File: src/rtl/mips_pkg.sv
// Shared definitions for the multicycle MIPS controller: state encoding,
// opcode/funct constants, ALU operation codes and the per-state strobe table.
// Used by mc_ctrl and mc_ctrl_dec.
package mips_pkg;

    typedef enum logic [3:0] {
        S_FETCH     = 4'd0,
        S_DECODE    = 4'd1,
        S_MEM_ADDR  = 4'd2,
        S_MEM_READ  = 4'd3,
        S_MEM_WB    = 4'd4,
        S_MEM_WRITE = 4'd5,
        S_EXEC_R    = 4'd6,
        S_R_WB      = 4'd7,
        S_BRANCH    = 4'd8,
        S_JUMP      = 4'd9,
        S_EXEC_I    = 4'd10,
        S_I_WB      = 4'd11,
        S_JAL       = 4'd12
    } state_t;

    localparam logic [5:0] OP_RTYPE = 6'h00;
    localparam logic [5:0] OP_J     = 6'h02;
    localparam logic [5:0] OP_JAL   = 6'h03;
    localparam logic [5:0] OP_BEQ   = 6'h04;
    localparam logic [5:0] OP_BNE   = 6'h05;
    localparam logic [5:0] OP_ADDI  = 6'h08;
    localparam logic [5:0] OP_SLTI  = 6'h0A;
    localparam logic [5:0] OP_ANDI  = 6'h0C;
    localparam logic [5:0] OP_ORI   = 6'h0D;
    localparam logic [5:0] OP_LUI   = 6'h0F;
    localparam logic [5:0] OP_LW    = 6'h23;
    localparam logic [5:0] OP_SW    = 6'h2B;
    localparam logic [5:0] FN_JR    = 6'h08;

    localparam logic [2:0] ALU_ADD   = 3'd0;
    localparam logic [2:0] ALU_SUB   = 3'd1;
    localparam logic [2:0] ALU_FUNCT = 3'd2;
    localparam logic [2:0] ALU_AND   = 3'd3;
    localparam logic [2:0] ALU_OR    = 3'd4;
    localparam logic [2:0] ALU_SLT   = 3'd5;
    localparam logic [2:0] ALU_LUI   = 3'd6;

    typedef struct packed {
        logic       ir_we;
        logic       pc_we;
        logic       iord;
        logic       mem_rd;
        logic       mem_wr;
        logic       reg_we;
        logic       mem_to_reg;
        logic       alu_src_a;
        logic [1:0] pc_src;
        logic [1:0] reg_dst;
        logic [1:0] alu_src_b;
        logic [2:0] alu_op;
    } ctrl_t;

    // Moore strobe table; imm_op and jr are stable instruction-register fields.
    function automatic ctrl_t ctrl_of(input state_t s, input logic [2:0] imm_op, input logic jr);
        ctrl_t c;
        c = '0;
        case (s)
            S_FETCH: begin
                c.mem_rd = 1'b1; c.ir_we = 1'b1; c.pc_we = 1'b1; c.alu_src_b = 2'd1;
            end
            S_DECODE:    c.alu_src_b = 2'd3;
            S_MEM_ADDR:  begin c.alu_src_a = 1'b1; c.alu_src_b = 2'd2; end
            S_MEM_READ:  begin c.mem_rd = 1'b1; c.iord = 1'b1; end
            S_MEM_WB:    begin c.reg_we = 1'b1; c.mem_to_reg = 1'b1; end
            S_MEM_WRITE: begin c.mem_wr = 1'b1; c.iord = 1'b1; end
            S_EXEC_R: begin
                c.alu_src_a = 1'b1; c.alu_op = ALU_FUNCT;
                if (jr) begin c.pc_we = 1'b1; c.pc_src = 2'd3; end
            end
            S_R_WB: begin
                c.alu_src_a = 1'b1; c.alu_op = ALU_FUNCT; c.reg_we = 1'b1; c.reg_dst = 2'd1;
            end
            S_BRANCH:    begin c.alu_src_a = 1'b1; c.alu_op = ALU_SUB; c.pc_src = 2'd1; end
            S_JUMP:      begin c.pc_we = 1'b1; c.pc_src = 2'd2; end
            S_EXEC_I:    begin c.alu_src_a = 1'b1; c.alu_src_b = 2'd2; c.alu_op = imm_op; end
            S_I_WB: begin
                c.alu_src_a = 1'b1; c.alu_src_b = 2'd2; c.alu_op = imm_op; c.reg_we = 1'b1;
            end
            S_JAL: begin
                c.pc_we = 1'b1; c.pc_src = 2'd2; c.reg_we = 1'b1; c.reg_dst = 2'd2;
            end
            default: c = '0;
        endcase
        return c;
    endfunction

endpackage

File: src/rtl/mc_ctrl_dec.sv
// Next-state and immediate ALU-op decode for mc_ctrl.
// With MC_CTRL_WAIT_EN defined, FETCH/MEM_READ/MEM_WRITE hold until mem_ready_i.
import mips_pkg::*;

module mc_ctrl_dec (
    input  state_t     state_i,
    input  logic [5:0] opcode_i,
    input  logic [5:0] funct_i,
    input  logic       mem_ready_i,
    output state_t     next_o,
    output logic       legal_o,
    output logic       jr_o,
    output logic [2:0] imm_op_o
);

    logic   ready;
    state_t dispatch;

`ifdef MC_CTRL_WAIT_EN
    assign ready = mem_ready_i;
`else
    logic unused_mem_ready;
    assign unused_mem_ready = mem_ready_i;
    assign ready = 1'b1;
`endif

    assign jr_o = (opcode_i == OP_RTYPE) && (funct_i == FN_JR);

    // Opcode dispatch target, legality and I-type ALU operation.
    always_comb begin
        dispatch = S_FETCH;
        legal_o  = 1'b1;
        imm_op_o = ALU_ADD;
        case (opcode_i)
            OP_LW, OP_SW:     dispatch = S_MEM_ADDR;
            OP_RTYPE:         dispatch = S_EXEC_R;
            OP_BEQ, OP_BNE:   dispatch = S_BRANCH;
            OP_J:             dispatch = S_JUMP;
            OP_JAL:           dispatch = S_JAL;
            OP_ADDI:          dispatch = S_EXEC_I;
            OP_SLTI: begin dispatch = S_EXEC_I; imm_op_o = ALU_SLT; end
            OP_ANDI: begin dispatch = S_EXEC_I; imm_op_o = ALU_AND; end
            OP_ORI:  begin dispatch = S_EXEC_I; imm_op_o = ALU_OR;  end
            OP_LUI:  begin dispatch = S_EXEC_I; imm_op_o = ALU_LUI; end
            default:          legal_o  = 1'b0;
        endcase
    end

    // Successor of the current state.
    always_comb begin
        next_o = S_FETCH;
        case (state_i)
            S_FETCH:     next_o = ready ? S_DECODE : S_FETCH;
            S_DECODE:    next_o = dispatch;
            S_MEM_ADDR:  next_o = (opcode_i == OP_SW) ? S_MEM_WRITE : S_MEM_READ;
            S_MEM_READ:  next_o = ready ? S_MEM_WB : S_MEM_READ;
            S_MEM_WRITE: next_o = ready ? S_FETCH : S_MEM_WRITE;
            S_EXEC_R:    next_o = jr_o ? S_FETCH : S_R_WB;
            S_EXEC_I:    next_o = S_I_WB;
            default:     next_o = S_FETCH;
        endcase
    end

endmodule

File: src/rtl/mc_ctrl.sv
// Multicycle MIPS control FSM with retired-instruction counter.
// Optional memory wait states: define MC_CTRL_WAIT_EN.
//
// state     | meaning
// FETCH     | read instruction, IR write, PC += 4
// DECODE    | register read, branch target computed
// MEM_ADDR  | effective address for lw/sw
// MEM_READ  | data memory read
// MEM_WB    | load result into rt
// MEM_WRITE | data memory write
// EXEC_R    | R-type ALU op, or jr PC write
// R_WB      | R-type result into rd
// BRANCH    | compare, conditional PC write
// JUMP      | PC <- jump target
// EXEC_I    | I-type ALU op
// I_WB      | I-type result into rt
// JAL       | PC <- jump target, r31 <- PC+4
import mips_pkg::*;

module mc_ctrl (
    input  logic        CLK,
    input  logic        RST,
    input  logic [5:0]  opcode,
    input  logic [5:0]  funct,
    input  logic        zero,
    input  logic        mem_ready,
    output logic        ir_we,
    output logic        pc_we,
    output logic        iord,
    output logic        mem_rd,
    output logic        mem_wr,
    output logic        reg_we,
    output logic        mem_to_reg,
    output logic        alu_src_a,
    output logic [1:0]  pc_src,
    output logic [1:0]  reg_dst,
    output logic [1:0]  alu_src_b,
    output logic [2:0]  alu_op,
    output logic        illegal,
    output logic [3:0]  state,
    output logic [31:0] retired
);

    state_t      state_q, state_d;
    ctrl_t       ctrl_q, ctrl_d;
    logic [31:0] retired_q;
    logic        legal, jr, retire, br_take, mem_ok;
    logic [2:0]  imm_op;

    mc_ctrl_dec u_dec (
        .state_i     (state_q),
        .opcode_i    (opcode),
        .funct_i     (funct),
        .mem_ready_i (mem_ready),
        .next_o      (state_d),
        .legal_o     (legal),
        .jr_o        (jr),
        .imm_op_o    (imm_op)
    );

    // Strobes are registered from the next state so they are glitch-free.
    assign ctrl_d = ctrl_of(state_d, imm_op, jr);
    assign retire = (state_d == S_FETCH) && (state_q != S_FETCH) && (state_q != S_DECODE);

`ifdef MC_CTRL_WAIT_EN
    assign mem_ok = (state_q != S_FETCH) || mem_ready;
`else
    assign mem_ok = 1'b1;
`endif

    assign br_take = (state_q == S_BRANCH) &&
                     (((opcode == OP_BEQ) && zero) || ((opcode == OP_BNE) && !zero));

    // State, registered strobes and retire counter.
    always_ff @(posedge CLK or posedge RST) begin
        if (RST) begin
            state_q   <= S_FETCH;
            ctrl_q    <= ctrl_of(S_FETCH, ALU_ADD, 1'b0);
            retired_q <= '0;
        end else begin
            state_q <= state_d;
            ctrl_q  <= ctrl_d;
            if (retire) retired_q <= retired_q + 32'd1;
        end
    end

    assign ir_we      = ctrl_q.ir_we & mem_ok;
    assign pc_we      = (ctrl_q.pc_we & mem_ok) | br_take;
    assign iord       = ctrl_q.iord;
    assign mem_rd     = ctrl_q.mem_rd;
    assign mem_wr     = ctrl_q.mem_wr;
    assign reg_we     = ctrl_q.reg_we;
    assign mem_to_reg = ctrl_q.mem_to_reg;
    assign alu_src_a  = ctrl_q.alu_src_a;
    assign pc_src     = ctrl_q.pc_src;
    assign reg_dst    = ctrl_q.reg_dst;
    assign alu_src_b  = ctrl_q.alu_src_b;
    assign alu_op     = ctrl_q.alu_op;
    assign illegal    = (state_q == S_DECODE) && !legal;
    assign state      = state_q;
    assign retired    = retired_q;

endmodule
File: config.mk
export PLATFORM = sky130hd
export DESIGN_NAME = mc_ctrl
export DESIGN_NICKNAME = d
export VERILOG_FILES = /design/src/rtl/mips_pkg.sv /design/src/rtl/mc_ctrl_dec.sv /design/src/rtl/mc_ctrl.sv
export SDC_FILE = /design/constraint.sdc
export NUM_CORES = 1
export LEC_CHECK = 0
export ABC_AREA = 1
export BUFFER_PORTS_ARGS = -buffer_cell sky130_fd_sc_hd__buf_4
export CELL_PAD_IN_SITES_DETAIL_PLACEMENT = 2
export CELL_PAD_IN_SITES_GLOBAL_PLACEMENT = 2
export CORE_ASPECT_RATIO = 1.75
export CORE_MARGIN = 1
export CORE_UTILIZATION = 30
export CTS_CLUSTER_DIAMETER = 120
export DETAILED_ROUTE_END_ITERATION = 12
export GPL_TIMING_DRIVEN = 1
export PLACE_DENSITY = 0.9
export SKIP_LAST_GASP = 1
export SYNTH_ARGS = -nofsm -noshare
export SYNTH_HDL_FRONTEND = slang
export SYNTH_HIERARCHICAL = 1
export SYNTH_SLANG_ARGS = --single-unit
File: constraint.sdc
create_clock -name CLK -period 4.2 [get_ports CLK]
set_input_delay 0.63 -clock CLK [delete_from_list [all_inputs] [get_ports CLK]]
set_output_delay 0.63 -clock CLK [all_outputs]
set_load 0.005 [all_outputs]
After elaboration in Yosys (flattened, before gate mapping)
Index checks and enable logic that the tools add are counted.
{"block": "classes", "bitwise_logic": 1, "mux": 20, "n_addsub": 1, "eq_ne": 31, "reduce_logical": 27}
{"operator": "$pmux 4 s6", "n": 2}
{"operator": "$eq 6x4->1 const B", "n": 6}
{"operator": "$add 32x1->32 const B", "n": 1}
{"operator": "$eq 4x4->1 const B", "n": 7}
{"operator": "$eq 4x3->1 const B", "n": 5}
{"operator": "$eq 4x2->1 const B", "n": 4}
{"operator": "$reduce_or 2->1", "n": 7}
{"operator": "$eq 6x2->1 const B", "n": 2}
{"operator": "$eq 6x3->1 const B", "n": 2}
{"operator": "$eq 6x6->1 const B", "n": 2}
{"operator": "$pmux 2 s3", "n": 2}
{"operator": "$pmux 3 s4", "n": 1}
{"operator": "$reduce_or 12->1", "n": 1}
{"operator": "$mux 1", "n": 9}
{"operator": "$pmux 3 s3", "n": 1}
{"operator": "$eq 4x1->1 const B", "n": 2}
{"operator": "$logic_not 4->1", "n": 2}
{"operator": "$logic_and 1x1->1", "n": 7}
{"operator": "$logic_not 6->1", "n": 1}
{"operator": "$mux 3", "n": 2}
{"operator": "$reduce_or 3->1", "n": 2}
{"operator": "$reduce_or 6->1", "n": 1}
{"operator": "$reduce_or 5->1", "n": 1}
{"operator": "$ne 4x1->1 const B", "n": 1}
{"operator": "8 further kinds", "n": 9}
{"block": "word_totals", "regBits": 53, "in_bits": 16, "wordCells": 94, "out_inout_bits": 54}

Logic depth before layout (Yosys ltp)
{"block": "depth", "ltp_word": 7, "mapped_depth": 18, "mapped_depth_nobuf": 18}

Hierarchy
Netlist, hierarchy kept.
{"mod": "mc_ctrl", "instances": 1, "area_per_inst_um2": 2695.1, "seq_area_each_um2": 1331.3, "cells_each": 330}
{"mod": "mc_ctrl_dec", "instances": 1, "area_per_inst_um2": 359.1, "seq_area_each_um2": 0.0, "cells_each": 78}

Worst setup path before layout
OpenSTA, ideal clock, no wires.
{"block": "synth_path", "path_kind": "input to register", "start": "input port funct[1]", "end": "register retired_q[25] (netlist: retired[25])", "n_path_buf": 0, "arrival_ns": 2.271, "required_ns": 4.083, "setup_ns": 0.117, "path_slack_ns": 1.812, "path_stages": 13, "path_cell_list": "or2_2 -> nor2_4 -> nand2_2 -> nand2_2 -> nand4_1 -> nor2_4 -> nand2_4 -> nor2_8 -> nand2_4 -> nor2_8 -> nand2_1 -> nand2_1 -> nand2_1"}
{"block": "synth_via", "elab_chain_len": 7}
{"item": "start, declared", "line": "mc_ctrl.sv:24", "source": "input logic [5:0] funct,"}
{"item": "$eq 6x4->1", "line": "mc_ctrl_dec.sv:27", "source": "assign jr_o = (opcode_i == OP_RTYPE) && (funct_i == FN_JR);"}
{"item": "$logic_and 1x1->1", "line": "mc_ctrl_dec.sv:27"}
{"item": "$mux 3", "line": "mc_ctrl_dec.sv:58", "source": "S_EXEC_R: next_o = jr_o ? S_FETCH : S_R_WB;"}
{"item": "$pmux 4 s6", "line": "mc_ctrl_dec.sv:52", "source": "case (state_i)"}
{"item": "via state_d[0]", "line": "mc_ctrl.sv:44", "source": "state_t state_q, state_d;"}
{"item": "$logic_not 4->1", "line": "mc_ctrl.sv:63", "source": "assign retire = (state_d == S_FETCH) && (state_q != S_FETCH) && (state_q != S_DECODE);"}
{"item": "$logic_and 1x1->1 (2 in series)", "line": "mc_ctrl.sv:63"}
{"item": "end signal, assigned", "line": "mc_ctrl.sv:83", "source": "if (retire) retired_q <= retired_q + 32'd1;"}
{"item": "end, declared", "line": "mc_ctrl.sv:46", "source": "logic [31:0] retired_q;"}
The timed path passes the listed nets, and every way through them passes these cells.
A chain may end at the register's enable or synchronous reset.

Final worst setup path
{"block": "layout_path", "start": "input port opcode[0]", "end": "register retired_q[18] (netlist: retired[18])"}
{"block": "layout_via", "elab_chain_len": 7, "word_cells_on_any_way": 23, "cone_classes": "eq/ne: 11; mux: 4; reduce/logical: 8"}
{"item": "start, declared", "line": "mc_ctrl.sv:23", "source": "input logic [5:0] opcode,"}
{"item": "$eq 6x4->1 (tied with other cells)", "line": "mc_ctrl_dec.sv:34", "source": "case (opcode_i)"}
{"item": "$reduce_or 5->1 (no source line) (tied with other cells)"}
{"item": "$pmux 4 s6 or $mux 3 (tied branches)", "line": "mc_ctrl_dec.sv:34, mc_ctrl_dec.sv:58"}
{"item": "$pmux 4 s6 *", "line": "mc_ctrl_dec.sv:52"}
{"item": "via state_d[0]", "line": "mc_ctrl.sv:44"}
{"item": "$logic_not 4->1 *", "line": "mc_ctrl.sv:63"}
{"item": "$logic_and 1x1->1 * (2 in series)", "line": "mc_ctrl.sv:63"}
Mark *: on every way through the listed nets, which the timed path passes. The rest lies on a longest branch.

==> reports/metrics.csv <==
metric,value,unit
Ports,70,
post-route cell area,0.00381,sq mm
# rows,48,
DRC,0,
CTS tree,built,
Routed WL,9510,um
CP Max Fanout,9,
Pre-antenna DRT Iters,4,
dpl hpwl,7740,um
"commonest non-fill, non-tap cell in the layout",nand2_1,
Avg WL per Cell,15.8,um
Post-DP Area,0.00366,sq mm
M2 GR Usage,0.404,
slew of the pin with the lowest slew margin,594,ps
r2r setup slk,1690,ps
Die Y,135,um
crit end category,flip-flop,
Overflow after GRT,0,
largest net degree at the start of global routing,44,
GR Util met3,0.0209,
Clock Pin Slew Worst Setup and Hold Paths,70,ps
Clock Root Buffer,clkbuf_16,
# resized after CTS,0,
PortBufs,68,
Cell variety after synth,27,
VDD IR max,0.000201,V
area of the multi-input gates,0.00143,sq mm
RSZ-0062 raised after global routing,false,
total CTS buffers,5,
"commonest non-fill, non-tap cells in the layout","nand2_1 (122), buf_4 (69), inv_1 (59), nor2_1 (57), dfrtp_1 (49)",
GPL Wtd Cong,0.823,
min-delay worst type,primary input to async pin,
Max-Slew Margin vs Limit,0.604,
Critical Path RT,4390,ps
Starting DRT DRC Count,65,
Die W,78.3,um
final setup vio count,0,
Setup crit start,opcode[0],
Max clock buf depth,2,
Syn Nets,425,
Die ar.,0.0106,sq mm
sequential power share,0.407,
Routed Antenna Nets,0,
met1 usage,0.189,
Lkg Pwr,2.06,nW
fillers,1182,
Gate Count Post-Synth,408,
Pint,0.00103,W
clock share of power,0.258,
Starting Density,0.310,
Core Footprint,0.00985,sq mm
CTS Hold Buffers Added,0,
share of cells above drive strength 1,0.231,
CP Class,primary input to flip-flop,
RR Endpoint,retired[18],
setup TNS,0,ps
post-CTS setup buffers,0,
total number of vias,2891,
Clock Latency Late Sink,300,ps
NetSw,0.000597,W
Ys Warns,6,
clock sinks,53,
sw frac,0.366,
worst path arrival time,2960,ps
Hold Slack,240,ps
crit path launch type,primary input,
vias in the first global route,3297,
global-route wire length before repair,16000,um
Reg area,0.00133,sq mm
fin nets,492,
mapped cell area,0.00305,sq mm
sequential share of the synthesized area,0.436,
Comb pwr share,0.335,
Area Growth Syn to Fin,24.7,%
PD cells,428,mW/mm^2
GRT busiest layer,met2,
min Tclk post-route,2770,ps
Worst R2R Start,state[0],
Slew Limit Fails,0,
fmax,0.361,GHz
initial antenna violation count,0,
Final Cycle Share,0.659,
reg2reg path depth,11,
Syn Area/Cell,7.49,sq um
"Hold Violations, Final",0,
H-Tree Depth,2,
max reg flops,32,
gr usage total,0.195,
Seq cells post-synth,53,
number of vias per cell,4.81,
total of max-cap violations,0,
status,"finished, final reports clean",
antenna diode count,0,
Clock Skews,5.31,ps
## worst max-delay path, stage by stage
cell,delay (ps)
buf_4,140
nor2_2,210
nand2_2,110
nor2_2,100
nand2_2,90
nand2_2,100
nand4_1,320
nor2_4,330
nand3_4,190
nor3_4,440
nand2_1,130
nand2_1,90
nand2_1,50
## final cells by class
class / count / share of cell area
sequential: 53 / 0.350
clock buffer: 5 / 0.0329
timing repair buffer: 69 / 0.136
clock inverter: 3 / 0.00591
multi-input combinational: 286 / 0.375
inverter: 60 / 0.0591
tap: 125 / 0.0411
## cells by family after synthesis
group,synth area share
adders and majority gates,0.00410
DFF,0.436
AOI/OAI and AO/OA,0.0229
buffers and inverters,0.0959
and+or+nand+nor,0.401
xor gates and xnor gates,0.0401
## power by group through the flow
stage | Sequential (W) | Combinational [W] | Clock [W]
after floorplan | 0.000659 | 0.000333 | 0
after global placement | 0.000671 | 0.000533 | 0
after detailed placement | 0.000675 | 0.000558 | 0
after CTS | 0.000666 | 0.000560 | 0.000433
after global routing | 0.000675 | 0.000615 | 0.000446
final | 0.000664 | 0.000546 | 0.000421
## worst max path at each step
stage,end,slack [ps],depth (start not counted)
after detailed placement,retired[18],1080,13
after global placement,retired[30],1260,13
after CTS,retired[18],1390,13
final,retired[18],1430,13
after floorplan,retired[25],1810,13
after global routing,retired[18],1210,13
## stage by stage
stage / utilization / cells / power (W) / worst slack [ps]
after floorplan: - / 408 / 0.000992 / 1810
after global routing: 0.387 / 601 / 0.00174 / 1210
after global placement: 0.372 / 593 / 0.00120 / 1260
after detailed placement: 0.372 / 593 / 0.00123 / 1080
after CTS: 0.387 / 601 / 0.00166 / 1390
final: 0.387 / 601 / 0.00163 / 1430
## cells in the mapped netlist
library cell	number	area (sq um)
nand4_1	9	56.3
nand3b_1	1	7.51
and3_1	1	6.26
nand2_2	6	37.5
a31o_2	2	17.5
nor2_4	5	56.3
xnor2_1	4	35.0
xor2_1	10	87.6
nor2_8	3	60.1
ha_1	1	12.5
o211ai_1	1	7.51
nand2_4	3	33.8
and2_1	2	12.5
nor2_1	57	214
o21ai_0	7	35.0
dfstp_2	4	105
nor3_1	11	55.1
nand3_4	1	17.5
or2_2	1	6.26
nand3_1	30	150
nand2_1	122	458
dfrtp_1	49	1230
nor2_2	6	37.5
inv_1	60	225
a21oi_1	2	10.0
buf_4	9	67.6
nor3_4	1	16.3
## per-layer routing
layer,vias to the layer above,part of all wire
li1,1381,-
met1,1435,0.36
met2,60,0.59
met3,15,0.023
met4,0,0.029
met5,-,0
Power figures use the tool's default switching activity.
